[src/rtl/if_pkg.sv]
// Shared definitions for the instruction fetch unit: FSM encoding, constants and PC helper.
package if_pkg;

  localparam int IF_XLEN = 32;

  typedef enum logic [1:0] {
    BOOT  = 2'd0,
    RUN   = 2'd1,
    FLUSH = 2'd2
  } fetch_state_e;

  localparam logic [IF_XLEN-1:0] INST_NOP = 32'h0000_0013;

  function automatic logic [IF_XLEN-1:0] pc_next(input logic [IF_XLEN-1:0] pc);
    return pc + 32'd4;
  endfunction

endpackage

[src/rtl/inst_fetch_unit_if.sv]
// Bus bundle between the fetch unit, instruction memory and the IR stage.
interface inst_fetch_unit_if #(
  parameter int XLEN = 32
);
  logic            io_redirect_valid;
  logic [XLEN-1:0] io_redirect_pc;
  logic            io_imem_req_valid;
  logic            io_imem_req_ready;
  logic [XLEN-1:0] io_imem_req_addr;
  logic            io_imem_resp_valid;
  logic [XLEN-1:0] io_imem_resp_data;
  logic            io_inst_valid;
  logic            io_inst_ready;
  logic [XLEN-1:0] io_inst;
  logic [XLEN-1:0] io_inst_pc;

  modport master (
    input  io_redirect_valid, io_redirect_pc,
    output io_imem_req_valid, io_imem_req_addr,
    input  io_imem_req_ready,
    input  io_imem_resp_valid, io_imem_resp_data,
    output io_inst_valid, io_inst, io_inst_pc,
    input  io_inst_ready
  );

  modport slave (
    output io_redirect_valid, io_redirect_pc,
    input  io_imem_req_valid, io_imem_req_addr,
    output io_imem_req_ready,
    output io_imem_resp_valid, io_imem_resp_data,
    input  io_inst_valid, io_inst, io_inst_pc,
    output io_inst_ready
  );
endinterface

[src/rtl/inst_fetch_unit_fifo.sv]
// Prefetch FIFO holding {pc, inst} pairs; clear wins over push and pop, head read combinationally.
module fetch_fifo #(
  parameter int XLEN  = 32,
  parameter int DEPTH = 4
) (
  input  logic                       clk_i,
  input  logic                       rst_ni,
  input  logic                       clear_i,
  input  logic                       push_i,
  input  logic                       pop_i,
  input  logic [2*XLEN-1:0]          wdata_i,
  output logic [2*XLEN-1:0]          rdata_o,
  output logic [$clog2(DEPTH):0]     count_o,
  output logic                       full_o,
  output logic                       empty_o
);
  localparam int AW = $clog2(DEPTH);
  localparam int CW = AW + 1;

  logic [2*XLEN-1:0] mem_q [DEPTH];
  logic [AW-1:0]     wr_ptr_q, wr_ptr_d, rd_ptr_q, rd_ptr_d;
  logic [CW-1:0]     count_q, count_d;
  logic              do_push, do_pop;

  assign full_o  = (count_q == CW'(DEPTH));
  assign empty_o = (count_q == '0);
  assign count_o = count_q;
  assign rdata_o = mem_q[rd_ptr_q];
  assign do_push = push_i && !clear_i;
  assign do_pop  = pop_i && !clear_i && !empty_o;

  always_comb begin
    wr_ptr_d = wr_ptr_q;
    rd_ptr_d = rd_ptr_q;
    count_d  = count_q;
    if (clear_i) begin
      wr_ptr_d = '0;
      rd_ptr_d = '0;
      count_d  = '0;
    end else begin
      if (do_push) wr_ptr_d = wr_ptr_q + AW'(1);
      if (do_pop)  rd_ptr_d = rd_ptr_q + AW'(1);
      count_d = count_q + CW'(do_push) - CW'(do_pop);
    end
  end

  always_ff @(posedge clk_i or negedge rst_ni) begin
    if (!rst_ni) begin
      wr_ptr_q <= '0;
      rd_ptr_q <= '0;
      count_q  <= '0;
    end else begin
      wr_ptr_q <= wr_ptr_d;
      rd_ptr_q <= rd_ptr_d;
      count_q  <= count_d;
    end
  end

  // storage carries no reset; empty_o gates everything downstream
  always_ff @(posedge clk_i) begin
    if (do_push) mem_q[wr_ptr_q] <= wdata_i;
  end

  push_when_full_a: assert property (@(posedge clk_i) disable iff (!rst_ni)
    !(push_i && full_o && !clear_i));

endmodule

[src/rtl/inst_fetch_unit.sv]
// Instruction fetch unit: credit-limited request issue, in-order response buffering and
// redirect handling that discards responses to requests made before the redirect.
module inst_fetch_unit
  import if_pkg::*;
#(
  parameter int              XLEN     = 32,
  parameter int              DEPTH    = 4,
  parameter logic [XLEN-1:0] RESET_PC = '0
) (
  input  logic              clock,
  input  logic              reset,
  inst_fetch_unit_if.master io
);
  localparam int CW = $clog2(DEPTH) + 1;

  fetch_state_e      state_q, state_d;
  logic [XLEN-1:0]   fetch_pc_q, fetch_pc_d, resp_pc_q, resp_pc_d;
  logic [CW-1:0]     outst_q, outst_d, drop_q, drop_d;
  logic [CW-1:0]     fifo_count;
  logic              fifo_full, fifo_empty;
  logic [2*XLEN-1:0] head;
  logic              redirect, req_fire, resp, push, pop;
  logic [XLEN-1:0]   redirect_pc_al;

  assign redirect       = io.io_redirect_valid;
  assign resp           = io.io_imem_resp_valid;
  assign redirect_pc_al = io.io_redirect_pc & ~XLEN'(3);

  // total credit covers buffered words plus requests still owed a response
  assign io.io_imem_req_valid = (state_q != BOOT) && !redirect && !fifo_full &&
                                ((int'(fifo_count) + int'(outst_q)) < DEPTH);
  assign io.io_imem_req_addr  = fetch_pc_q;
  assign req_fire             = io.io_imem_req_valid && io.io_imem_req_ready;

  assign push = resp && (drop_q == '0) && !redirect;
  assign pop  = !fifo_empty && io.io_inst_ready;

  assign io.io_inst_valid = !fifo_empty;
  assign io.io_inst       = fifo_empty ? '0 : head[XLEN-1:0];
  assign io.io_inst_pc    = fifo_empty ? '0 : head[2*XLEN-1:XLEN];

  fetch_fifo #(
    .XLEN  (XLEN),
    .DEPTH (DEPTH)
  ) u_fifo (
    .clk_i   (clock),
    .rst_ni  (reset),
    .clear_i (redirect),
    .push_i  (push),
    .pop_i   (pop),
    .wdata_i ({resp_pc_q, io.io_imem_resp_data}),
    .rdata_o (head),
    .count_o (fifo_count),
    .full_o  (fifo_full),
    .empty_o (fifo_empty)
  );

  always_comb begin
    state_d    = state_q;
    fetch_pc_d = fetch_pc_q;
    resp_pc_d  = resp_pc_q;
    drop_d     = drop_q;
    outst_d    = outst_q + CW'(req_fire) - CW'(resp);

    if (redirect) begin
      fetch_pc_d = redirect_pc_al;
      resp_pc_d  = redirect_pc_al;
      // a response landing in the redirect cycle is already stale
      drop_d     = outst_q - CW'(resp);
    end else begin
      if (req_fire) fetch_pc_d = pc_next(fetch_pc_q);
      if (resp) begin
        if (drop_q != '0) drop_d = drop_q - CW'(1);
        else              resp_pc_d = pc_next(resp_pc_q);
      end
    end

    case (state_q)
      BOOT:    state_d = RUN;
      RUN:     if (redirect && (drop_d != '0)) state_d = FLUSH;
      FLUSH:   if (drop_d == '0) state_d = RUN;
      default: state_d = BOOT;
    endcase
  end

  always_ff @(posedge clock or negedge reset) begin
    if (!reset) begin
      state_q    <= BOOT;
      fetch_pc_q <= RESET_PC;
      resp_pc_q  <= RESET_PC;
      outst_q    <= '0;
      drop_q     <= '0;
    end else begin
      state_q    <= state_d;
      fetch_pc_q <= fetch_pc_d;
      resp_pc_q  <= resp_pc_d;
      outst_q    <= outst_d;
      drop_q     <= drop_d;
    end
  end

endmodule

[src/flat_wrapper.sv]
// flat-port wrapper written by rule: the top's interface ports become plain ports
module inst_fetch_unit_flat import if_pkg::*;
#(
  parameter int              XLEN     = 32,
  parameter int              DEPTH    = 4,
  parameter logic [XLEN-1:0] RESET_PC = '0
)
  (clock, reset, io_io_redirect_valid, io_io_redirect_pc, io_io_imem_req_valid, io_io_imem_req_addr, io_io_imem_req_ready, io_io_imem_resp_valid, io_io_imem_resp_data, io_io_inst_valid, io_io_inst, io_io_inst_pc, io_io_inst_ready);
  inst_fetch_unit_if #(.XLEN(XLEN)) io_i ();
  input  logic clock;
  input  logic reset;
  input wire logic [$bits(io_i.io_redirect_valid)-1:0] io_io_redirect_valid;
  input wire logic [$bits(io_i.io_redirect_pc)-1:0] io_io_redirect_pc;
  output wire logic [$bits(io_i.io_imem_req_valid)-1:0] io_io_imem_req_valid;
  output wire logic [$bits(io_i.io_imem_req_addr)-1:0] io_io_imem_req_addr;
  input wire logic [$bits(io_i.io_imem_req_ready)-1:0] io_io_imem_req_ready;
  input wire logic [$bits(io_i.io_imem_resp_valid)-1:0] io_io_imem_resp_valid;
  input wire logic [$bits(io_i.io_imem_resp_data)-1:0] io_io_imem_resp_data;
  output wire logic [$bits(io_i.io_inst_valid)-1:0] io_io_inst_valid;
  output wire logic [$bits(io_i.io_inst)-1:0] io_io_inst;
  output wire logic [$bits(io_i.io_inst_pc)-1:0] io_io_inst_pc;
  input wire logic [$bits(io_i.io_inst_ready)-1:0] io_io_inst_ready;
  assign io_i.io_redirect_valid = io_io_redirect_valid;
  assign io_i.io_redirect_pc = io_io_redirect_pc;
  assign io_io_imem_req_valid = io_i.io_imem_req_valid;
  assign io_io_imem_req_addr = io_i.io_imem_req_addr;
  assign io_i.io_imem_req_ready = io_io_imem_req_ready;
  assign io_i.io_imem_resp_valid = io_io_imem_resp_valid;
  assign io_i.io_imem_resp_data = io_io_imem_resp_data;
  assign io_io_inst_valid = io_i.io_inst_valid;
  assign io_io_inst = io_i.io_inst;
  assign io_io_inst_pc = io_i.io_inst_pc;
  assign io_i.io_inst_ready = io_io_inst_ready;
  inst_fetch_unit #(.XLEN(XLEN), .DEPTH(DEPTH), .RESET_PC(RESET_PC)) u_core (.clock(clock), .reset(reset), .io(io_i));
endmodule
[config.mk]
export PLATFORM = sky130hd
export DESIGN_NAME = inst_fetch_unit_flat
export DESIGN_NICKNAME = d
export VERILOG_FILES = /design/src/rtl/if_pkg.sv /design/src/rtl/inst_fetch_unit_if.sv /design/src/rtl/inst_fetch_unit_fifo.sv /design/src/rtl/inst_fetch_unit.sv /design/src/flat_wrapper.sv
export SDC_FILE = /design/constraint.sdc
export NUM_CORES = 1
export LEC_CHECK = 0
export ABC_AREA = 1
export CAP_MARGIN = 20
export CORE_ASPECT_RATIO = 1.4
export CORE_MARGIN = 5
export CORE_UTILIZATION = 55
export CTS_BUF_LIST = sky130_fd_sc_hd__clkbuf_8
export DETAILED_ROUTE_END_ITERATION = 7
export PLACE_DENSITY = 0.78
export SKIP_CTS_REPAIR_TIMING = 1
export SYNTH_ARGS = -nofsm -noshare
export SYNTH_HDL_FRONTEND = slang
export SYNTH_HIERARCHICAL = 1
export SYNTH_SLANG_ARGS = --single-unit
[constraint.sdc]
create_clock -name clock -period 7.04 [get_ports clock]
set_clock_uncertainty 0.2 [all_clocks]
set_input_delay 1.408 -clock clock [delete_from_list [all_inputs] [get_ports clock]]
set_output_delay 1.408 -clock clock [all_outputs]
set_load 0.1 [all_outputs]
After elaboration in Yosys (flattened, before gate mapping):

Memory sizes are Yosys's and may differ from the RTL's.
Index checks and enable logic that the tools add are counted.

* flip-flop bits (word level): 79
* RAM bits: 256
* bits of input ports: 70
* output and inout bits: 98
* logic and storage cells: 74
* memories: 1

Memory list
* u_core.u_fifo.mem_q: depth 4, width 64, read ports 1, clocked after Yosys merged registers in 0, write ports 1, RTL line inst_fetch_unit_fifo.sv:20 `logic [2*XLEN-1:0] mem_q [DEPTH];`

* add/sub/neg operators: 11
* order comparisons: 1
* eq/ne operators: 6
* muxes and demuxes: 20
* reductions and logical operators: 27

Operators by type and width (count)
* $mux 32: 7
* $add 32x3->32 const B: 2
* $lt 32x4->1 const B: 1
* $mux 2: 6
* $mux 3: 4
* $logic_and 1x1->1: 11
* $reduce_bool 2->1: 5
* $logic_not 3->1: 3
* $sub 3x1->3: 3
* $add 3x1->3: 2
* $pmux 2 s3: 1
* $reduce_bool 3->1: 2
* $add 2x1->2 const B: 2
* $add 3x3->4: 1
* $ne 2x1->1 const B: 2
* $reduce_and 2->1: 2
* $eq 3x3->1 const B: 1
* $logic_not 1->1: 3
* $sub 3x1->3 const B: 1
* $eq 2x1->1 const B: 1
* $eq 2x2->1 const B: 1
* $logic_not 2->1: 1
* $mux 1: 2
* $ne 2x2->1 const B: 1

Logic depth before layout (Yosys ltp):

Gate-level depths: netlist (run 1).

* depth in word-level cells: 8
* depth in mapped cells: 17
* depth with buffers taken out: 16

Cells and area by module:

Netlist (run 1), hierarchy kept.

Modules (own cells, without submodules)
* fetch_fifo: instances 1, cells an instance 747, area each 10169.8 µm², seq. area each 7862.5 µm²
* inst_fetch_unit: instances 1, cells an instance 837, area each 5346.4 µm², seq. area each 1701.6 µm²

Worst setup path after synthesis (run 1):

Ideal clock, no wire load.

* kind: input -> register
* start: input port io_io_redirect_valid
* end: memory u_core/u_fifo/mem_q[0][0] (netlist bit) (enable)
* setup time: 486 ps
* data arrival time: 4759 ps
* required time: 6354 ps
* setup slack: 1595 ps
* stages: 5
* path buffers: 2
* path through: buf_4 -> nor2_8 -> buf_2 -> nand2_1 -> nor2_1

* word-level cells in the longest chain between the ends: 5

RTL lines
* start, declared: RTL line flat_wrapper.sv:12 `input wire logic [$bits(io_i.io_redirect_valid)-1:0] io_io_redirect_valid;`
* $logic_not 1->1: RTL line inst_fetch_unit.sv:35 `assign push = resp && (drop_q == '0) && !redirect;`
* $logic_and 1x1->1: RTL line inst_fetch_unit.sv:35
* via u_core.push: RTL line inst_fetch_unit.sv:22 `logic redirect, req_fire, resp, push, pop;`
* $logic_and 1x1->1: RTL line inst_fetch_unit_fifo.sv:29 `assign do_push = push_i && !clear_i;`
* $mux 1: RTL line inst_fetch_unit_fifo.sv:61 `if (do_push) mem_q[wr_ptr_q] <= wdata_i;`
* $mux 1 (not written as such): RTL line inst_fetch_unit_fifo.sv:61
* end, declared: RTL line inst_fetch_unit_fifo.sv:20

The timed path passes the listed nets, and every way through them passes these cells.

Worst setup path in the final report (run 1):

* start: register u_core.u_fifo.rd_ptr_q[0]
* end: output port io_io_inst_pc[0]

* word-level cells in the longest chain between the ends: 2

RTL lines
* start, declared: RTL line inst_fetch_unit_fifo.sv:21 `logic [AW-1:0] wr_ptr_q, wr_ptr_d, rd_ptr_q, rd_ptr_d;`
* start signal, assigned: RTL line inst_fetch_unit_fifo.sv:54 `rd_ptr_q <= rd_ptr_d;`
* $mem_v2 4x64
* via u_core.head[32]: RTL line inst_fetch_unit.sv:21 `logic [2*XLEN-1:0] head;`
* $mux 32: RTL line inst_fetch_unit.sv:40 `assign io.io_inst_pc = fifo_empty ? '0 : head[2*XLEN-1:XLEN];`
* end, declared: RTL line flat_wrapper.sv:21 `output wire logic [$bits(io_i.io_inst_pc)-1:0] io_io_inst_pc;`

The timed path passes the listed nets, and every way through them passes these cells.

==> metrics.yaml, run 1 <==
status: "finished, final reports clean"
clkTransAtPathRegs_ps: 60
cts.path.max_buffers: 3
crit_fanout: 89
cp-end-kind: "output port"
initial_core_util_pct: 55.9
finalHoldViolations: 0
antenna_found_initial: 0
grt_setup_unrepaired: "false"
finalSetupTns_ps: 0
overflow: 0
hp-class: "flip-flop to flip-flop"
netlist_area_um2: 15500
setup_violations: 0
row_count: 72
worst_pin_slew_ps: 1060
wl_met2_um: 18100
htree_levels: 2
dp_slack_ps: 1780
power_mw: 4.68
post-route-drc-count: 0
holdWs_ps: 305
grt_max_degree: 90
met3_length_um: 2120
max_cap_viol_count: 0
p_leak_nw: 7.09
nets: 1841
met1_length_um: 13800
slew_viol_final: 0
peakVddDrop_v: 0.000238
wl_per_cell_um: 16.3
path_class: "flip-flop to output port"
track_usage_pct: 21.8
dr.pass1.iters: 5
powerDensity_nw_per_um2: 257
ys_warn_count: 6
synth_common_cells: "nor2_1, nand2_1, edfxtp_1"
clock.fmax_mhz: 171
vias: 11567
synthCells: 1584
antenna_left: 0
ys_types: 43
synth.avg_cell_area_um2: 9.80
synth_edf_count: 256
antenna_cells: 0
required_ps: 5430
grt_pass1_wl_um: 56800
layout_setup_ws_ps: 1190
grt_pass1_vias: 11552
dp.cells: 2074
startpoint_type: "flip-flop"
final_area_um2: 18200
dieArea_um2: 31700
numCtsBuffers: 46
synth.ff_latch_count: 331
relSlewSlack_pct: 28.8
utilization_pct: 65.6
worstPathArrival_ps: 4240
dr.first_iter.drc_count: 686
finalCritPeriodShare_pct: 83.1
vias_per_cell: 5.36
synth.most_common_cell: "nor2_1"
synth_top_area_share_pct: 49.5
clk_latency_ps: 560
placed_cell_area_um2: 17300
synth_flop_cell: "edfxtp_1"
drive_gt1_share_pct: 6.83
ioPinCount: 168
final_cell_count_no_fill: 2157
yosysTopAreaCell: "edfxtp_1"
async_reset_ff_share_pct: 22.7
syn2layout_area_growth_pct: 17.3
coreArea_um2: 27700
numClockSinks: 331
port-buffer-count: 163
yosysSeqAreaShare_pct: 61.6
hpwlAfterDp_um: 22700
synthTopCellsByArea: "edfxtp_1, dfrtp_1, nor2_1"
chipHeight_um: 209
routabilityCongestion: 0.936
die_w_um: 152
period_minus_slack_ps: 5850
wirelength_um: 35200
clockRootBuffer: "clkbuf_8"
cts_tree: "yes"
routed.top_layer: "met4"
==> sequential cells by signal, summed over array words and instances (netlist names) <==
register / cells
u_core/u_fifo/mem_q: 256
u_core/io.io_imem_req_addr: 30
u_core/resp_pc_q: 30
u_core/drop_q: 3
u_core/outst_q: 3
u_core/u_fifo/count_o: 3
u_core/state_q: 2
u_core/u_fifo/rd_ptr_q: 2
u_core/u_fifo/wr_ptr_q: 2
==> power breakdown <==
part / leakage (nW) / switching (mW) / total [mW] / internal, mW
combinational: 3.38 / 0.658 / 0.915 / 0.257
clock: 0.492 / 0.682 / 1.39 / 0.707
sequential: 3.22 / 0.142 / 2.38 / 2.23
==> cell families (layout without fill, tap and decap cells) <==
| logic type | after synthesis | in the layout | share of synthesized area, % |
|---|---|---|---|
| AND/OR/NAND/NOR | 736 | 736 | 20.0 |
| XOR/XNOR | 31 | 31 | 1.75 |
| AO/OA/AOI/OAI | 246 | 246 | 8.35 |
| flip-flops | 331 | 331 | 61.6 |
| buffers and inverters | 221 | 415 | 6.67 |
| adder cells (fa/ha/maj) | 18 | 18 | 1.55 |
| other | 1 | 10 | 0.0242 |
==> final cells by class <==
class	count	area [um^2]
Sequential cell	331	9570
Clock buffer	48	661
Multi-Input combinational cell	1041	4980
Timing Repair Buffer	176	1740
Inverter	157	596
Tap cell	370	463
Fill cell	2210	9540
Clock inverter	34	199
==> routing by layer <==
metal / track usage, % / up-vias
met5: 0 / -
met4: 8.84 / 0
met3: 3.62 / 80
met2: 39.0 / 436
met1: 26.3 / 5478
li1: - / 5573
==> critical path, stage by stage (launching register included) <==
cell	delay [ps]
dfrtp_4	720
inv_4	720
buf_4	490
o21ai_0	130
o21ai_1	170
inv_1	50
nor2_1	150
clkdlybuf4s50_1	1160
==> worst paths after layout <==
path	start	endpoint	slack (ps)	cells past startpoint
worst max-delay path	u_core/u_fifo/rd_ptr_q[0]	io_io_inst_pc[0]	1190	7
worst min-delay path	u_core/outst_q[0]	u_core/outst_q[0]	310	1
worst max register to register	u_core/drop_q[0]	u_core/u_fifo/mem_q[1][21]	3710	7
worst min register to register	u_core/outst_q[0]	u_core/outst_q[0]	310	1
max in group asynchronous	reset	u_core/u_fifo/rd_ptr_q[0]	5480	3
min in group asynchronous	reset	u_core/io.io_imem_req_addr[19]	540	2
==> placed cells by master, fill, tap and decap left out, drive strengths merged, types with 10 or more instances in the layout <==
master         instances
nor3                  13
xor2                  19
clkbuf                48
edfxtp               256
clkinv                14
nor2                 357
clkdlybuf4s50        161
ha                    16
conb                  10
o211ai                17
dfrtp                 75
buf                   15
xnor2                 12
inv                  173
nand3                 68
nand2                280
o21ai                214
No activity file was read; power rests on OpenSTA's default activity.
==> inputs of run 2 (changes only) <==
--- a/config.mk
+++ b/config.mk
@@ -9,10 +9,10 @@
 export CAP_MARGIN = 20
 export CORE_ASPECT_RATIO = 1.4
 export CORE_MARGIN = 5
-export CORE_UTILIZATION = 55
+export CORE_UTILIZATION = 53
 export CTS_BUF_LIST = sky130_fd_sc_hd__clkbuf_8
 export DETAILED_ROUTE_END_ITERATION = 7
-export PLACE_DENSITY = 0.78
+export PLACE_DENSITY = 0.79
 export SKIP_CTS_REPAIR_TIMING = 1
 export SYNTH_ARGS = -nofsm -noshare
 export SYNTH_HDL_FRONTEND = slang
==> constraint.sdc (replaced) <==
create_clock -name clock -period 5 [get_ports clock]
set_clock_uncertainty 0.2 [all_clocks]
set_input_delay 1 -clock clock [delete_from_list [all_inputs] [get_ports clock]]
set_output_delay 1 -clock clock [all_outputs]
set_load 0.1 [all_outputs]
==> run 2 against run 1 <==
  * Via count fell by 0.81%
  * Count of clock-buffer cells in the layout rose by 2
  * Flip-flop and latch count did not move
  * Final area barely moved
  * Sequential power rose by 41%
  * Non-clock buffer count rose by 2
  * Critical path depth rose by 1
  * Worst hold slack barely moved
  * Combinational power rose by 41%
  * Clock power rose by 49%
  * Critical path type unchanged
  * Critical endpoint is now io_io_inst_pc[15]
==> metrics.yaml, run 2 (same netlist as run 1, synthesis figures left out) <==
grt_max_degree: 84  # -6.7%
nFillCells: 2319  # +4.9%
routabilityCongestion: 0.913  # -2.5%
dr.first_iter.drc_count: 696  # +1.5%
vias: 11473  # -0.81%
post-route-drc-count: 0  # unchanged
row_count: 74  # +2.8%
relSlewSlack_pct: 31.1  # +2.3 points
final_cell_count_no_fill: 2176  # +0.88%
wl_per_cell_um: 16.0  # -1.9%
final_common_cell: "nor2_1"
finalCritPeriodShare_pct: 88.7
dp.cells: 2087  # +0.63%
cp_cell_sequence: "buf_4, nor2_1, nor2_1, o21ai_1, o21ai_1, inv_1, nor2_1, buf_4"
worstPathArrival_ps: 3240  # -1000 ps
grt_pass1_vias: 11285  # -2.3%
hpwlAfterDp_um: 22500  # -0.76%
chipHeight_um: 212  # +1.8%
wirelength_um: 34900  # -1.0%
critPathTopFamily: "buffers and inverters"
die_w_um: 155  # +1.7%
drive_gt1_share_pct: 10.9  # +4.1 points
period_minus_slack_ps: 4440
slowest_delay_ps: 860  # -300 ps
grt_setup_unrepaired: "false"
vias_per_cell: 5.27  # -1.7%
cts.path.max_buffers: 3  # unchanged
nets: 1845  # +0.22%
startpoint_type: "flip-flop"
worst_pin_slew_ps: 1030  # -31.0 ps
layout_common_cells: "nor2_1, nand2_1, edfxtp_1"
numClockSinks: 331  # unchanged
final_area_um2: 18200  # about the same
crit_fanout: 77  # -13%
overflow: 0  # unchanged
cp-end-kind: "output port"
largest_reg_flops: 256  # unchanged
clock.fmax_mhz: 225
port-buffer-count: 163  # unchanged
p_leak_nw: 7.29  # +2.8%
required_ps: 3800  # -1630 ps
dr.pass1.iters: 7  # +2
clk_latency_ps: 570  # about the same
peakVddDrop_v: 0.000280  # +18%
antenna_left: 0  # unchanged
syn2layout_area_growth_pct: 17.2  # about the same
cts_tree: "yes"
track_usage_pct: 21.1  # -0.73 points
ioPinCount: 168  # unchanged
setup_violations: 0  # unchanged
dp_slack_ps: 936  # -840 ps
crit_buf_inv: 3  # -1
path_class: "flip-flop to output port"
placed_cell_area_um2: 17300  # -0.30%
clkTransAtPathRegs_ps: 60  # about the same
hp-class: "flip-flop to flip-flop"
max_cap_viol_count: 0  # unchanged
finalSetupTns_ps: 0  # unchanged
slew_viol_final: 0  # unchanged
critPathMostFrequentCell: "nor2_1"
dieArea_um2: 32800  # +3.6%
max_flop_register: "u_core/u_fifo/mem_q"
coreArea_um2: 29100  # +4.8%
finalHoldViolations: 0  # unchanged
status: "finished, final reports clean"
antenna_found_initial: 1  # +1
numCtsBuffers: 48  # +4.3%
htree_levels: 2  # unchanged
powerDensity_nw_per_um2: 369  # +43%
initial_core_util_pct: 53.4  # -2.6 points
grt_pass1_wl_um: 55400  # -2.5%
cpMaxStageDelayCell: "dfrtp_4"
clockRootBuffer: "clkbuf_8"
layout_setup_ws_ps: 565  # -626 ps
-- run 2: through the flow --
step	total power, mW	util, %	hold WS (ps)
4_1_cts	6.76	62.6	307
5_1_grt	7.01	62.6	310
2_1_floorplan	4.31	-	278
3_3_place_gp	4.66	59.4	289
3_5_place_dp	4.70	59.4	297
6_report	6.71	62.6	305
-- run 2: where the power goes --
part | internal [mW] | leakage (nW) | switching (mW)
sequential | 3.14 | 3.22 | 0.208
clock | 1.08 | 0.537 | 0.981
combinational | 0.361 | 3.54 | 0.929
total | 4.59 | 7.29 | 2.12
-- run 2: path summary, 6_finish.rpt --
kind	endpoint	slack, ps	start	cells past startpoint
min in group asynchronous	u_core/io.io_imem_req_addr[29]	320	reset	1
max in group asynchronous	u_core/u_fifo/rd_ptr_q[0]	3510	reset	2
setup / recovery	io_io_inst_pc[15]	560	u_core/u_fifo/rd_ptr_q[0]	8
setup reg to reg	u_core/u_fifo/count_o[2]	1770	u_core/u_fifo/count_o[1]	17
hold reg to reg	u_core/outst_q[0]	310	u_core/outst_q[0]	1
hold / removal	u_core/outst_q[0]	310	u_core/outst_q[0]	1
-- run 2: per-layer routing --
layer	share of wire [%]	vias to the layer above	wire (um)	GRT usage, %
met5	0	-	0	0
met4	2.5	0	889	7.25
met3	6.4	63	2220	3.67
met2	51	373	18000	38.3
met1	40	5465	13800	25.3
li1	-	5572	-	-
-- run 2: worst reg2reg max path: cells and delay by family, from the launching register on --
kind | cells | cell delay, ps
fa+ha+maj | 3 | 790
buf+inv | 6 | 960
simple gates | 8 | 770
flops | 1 | 450
-- run 2: cell type report --
type                    count  area, um^2  share of cell area [%]
flip-flops and latches    331        9570                    52.6
clock buffers              50         688                    3.78
repair buffers            178        1650                    9.05
clock inverters            38         234                    1.29
inverters                 157         596                    3.27
multi-input cells        1041        4980                    27.4
well taps                 380         475                    2.61
diodes                      1        2.50                  0.0138
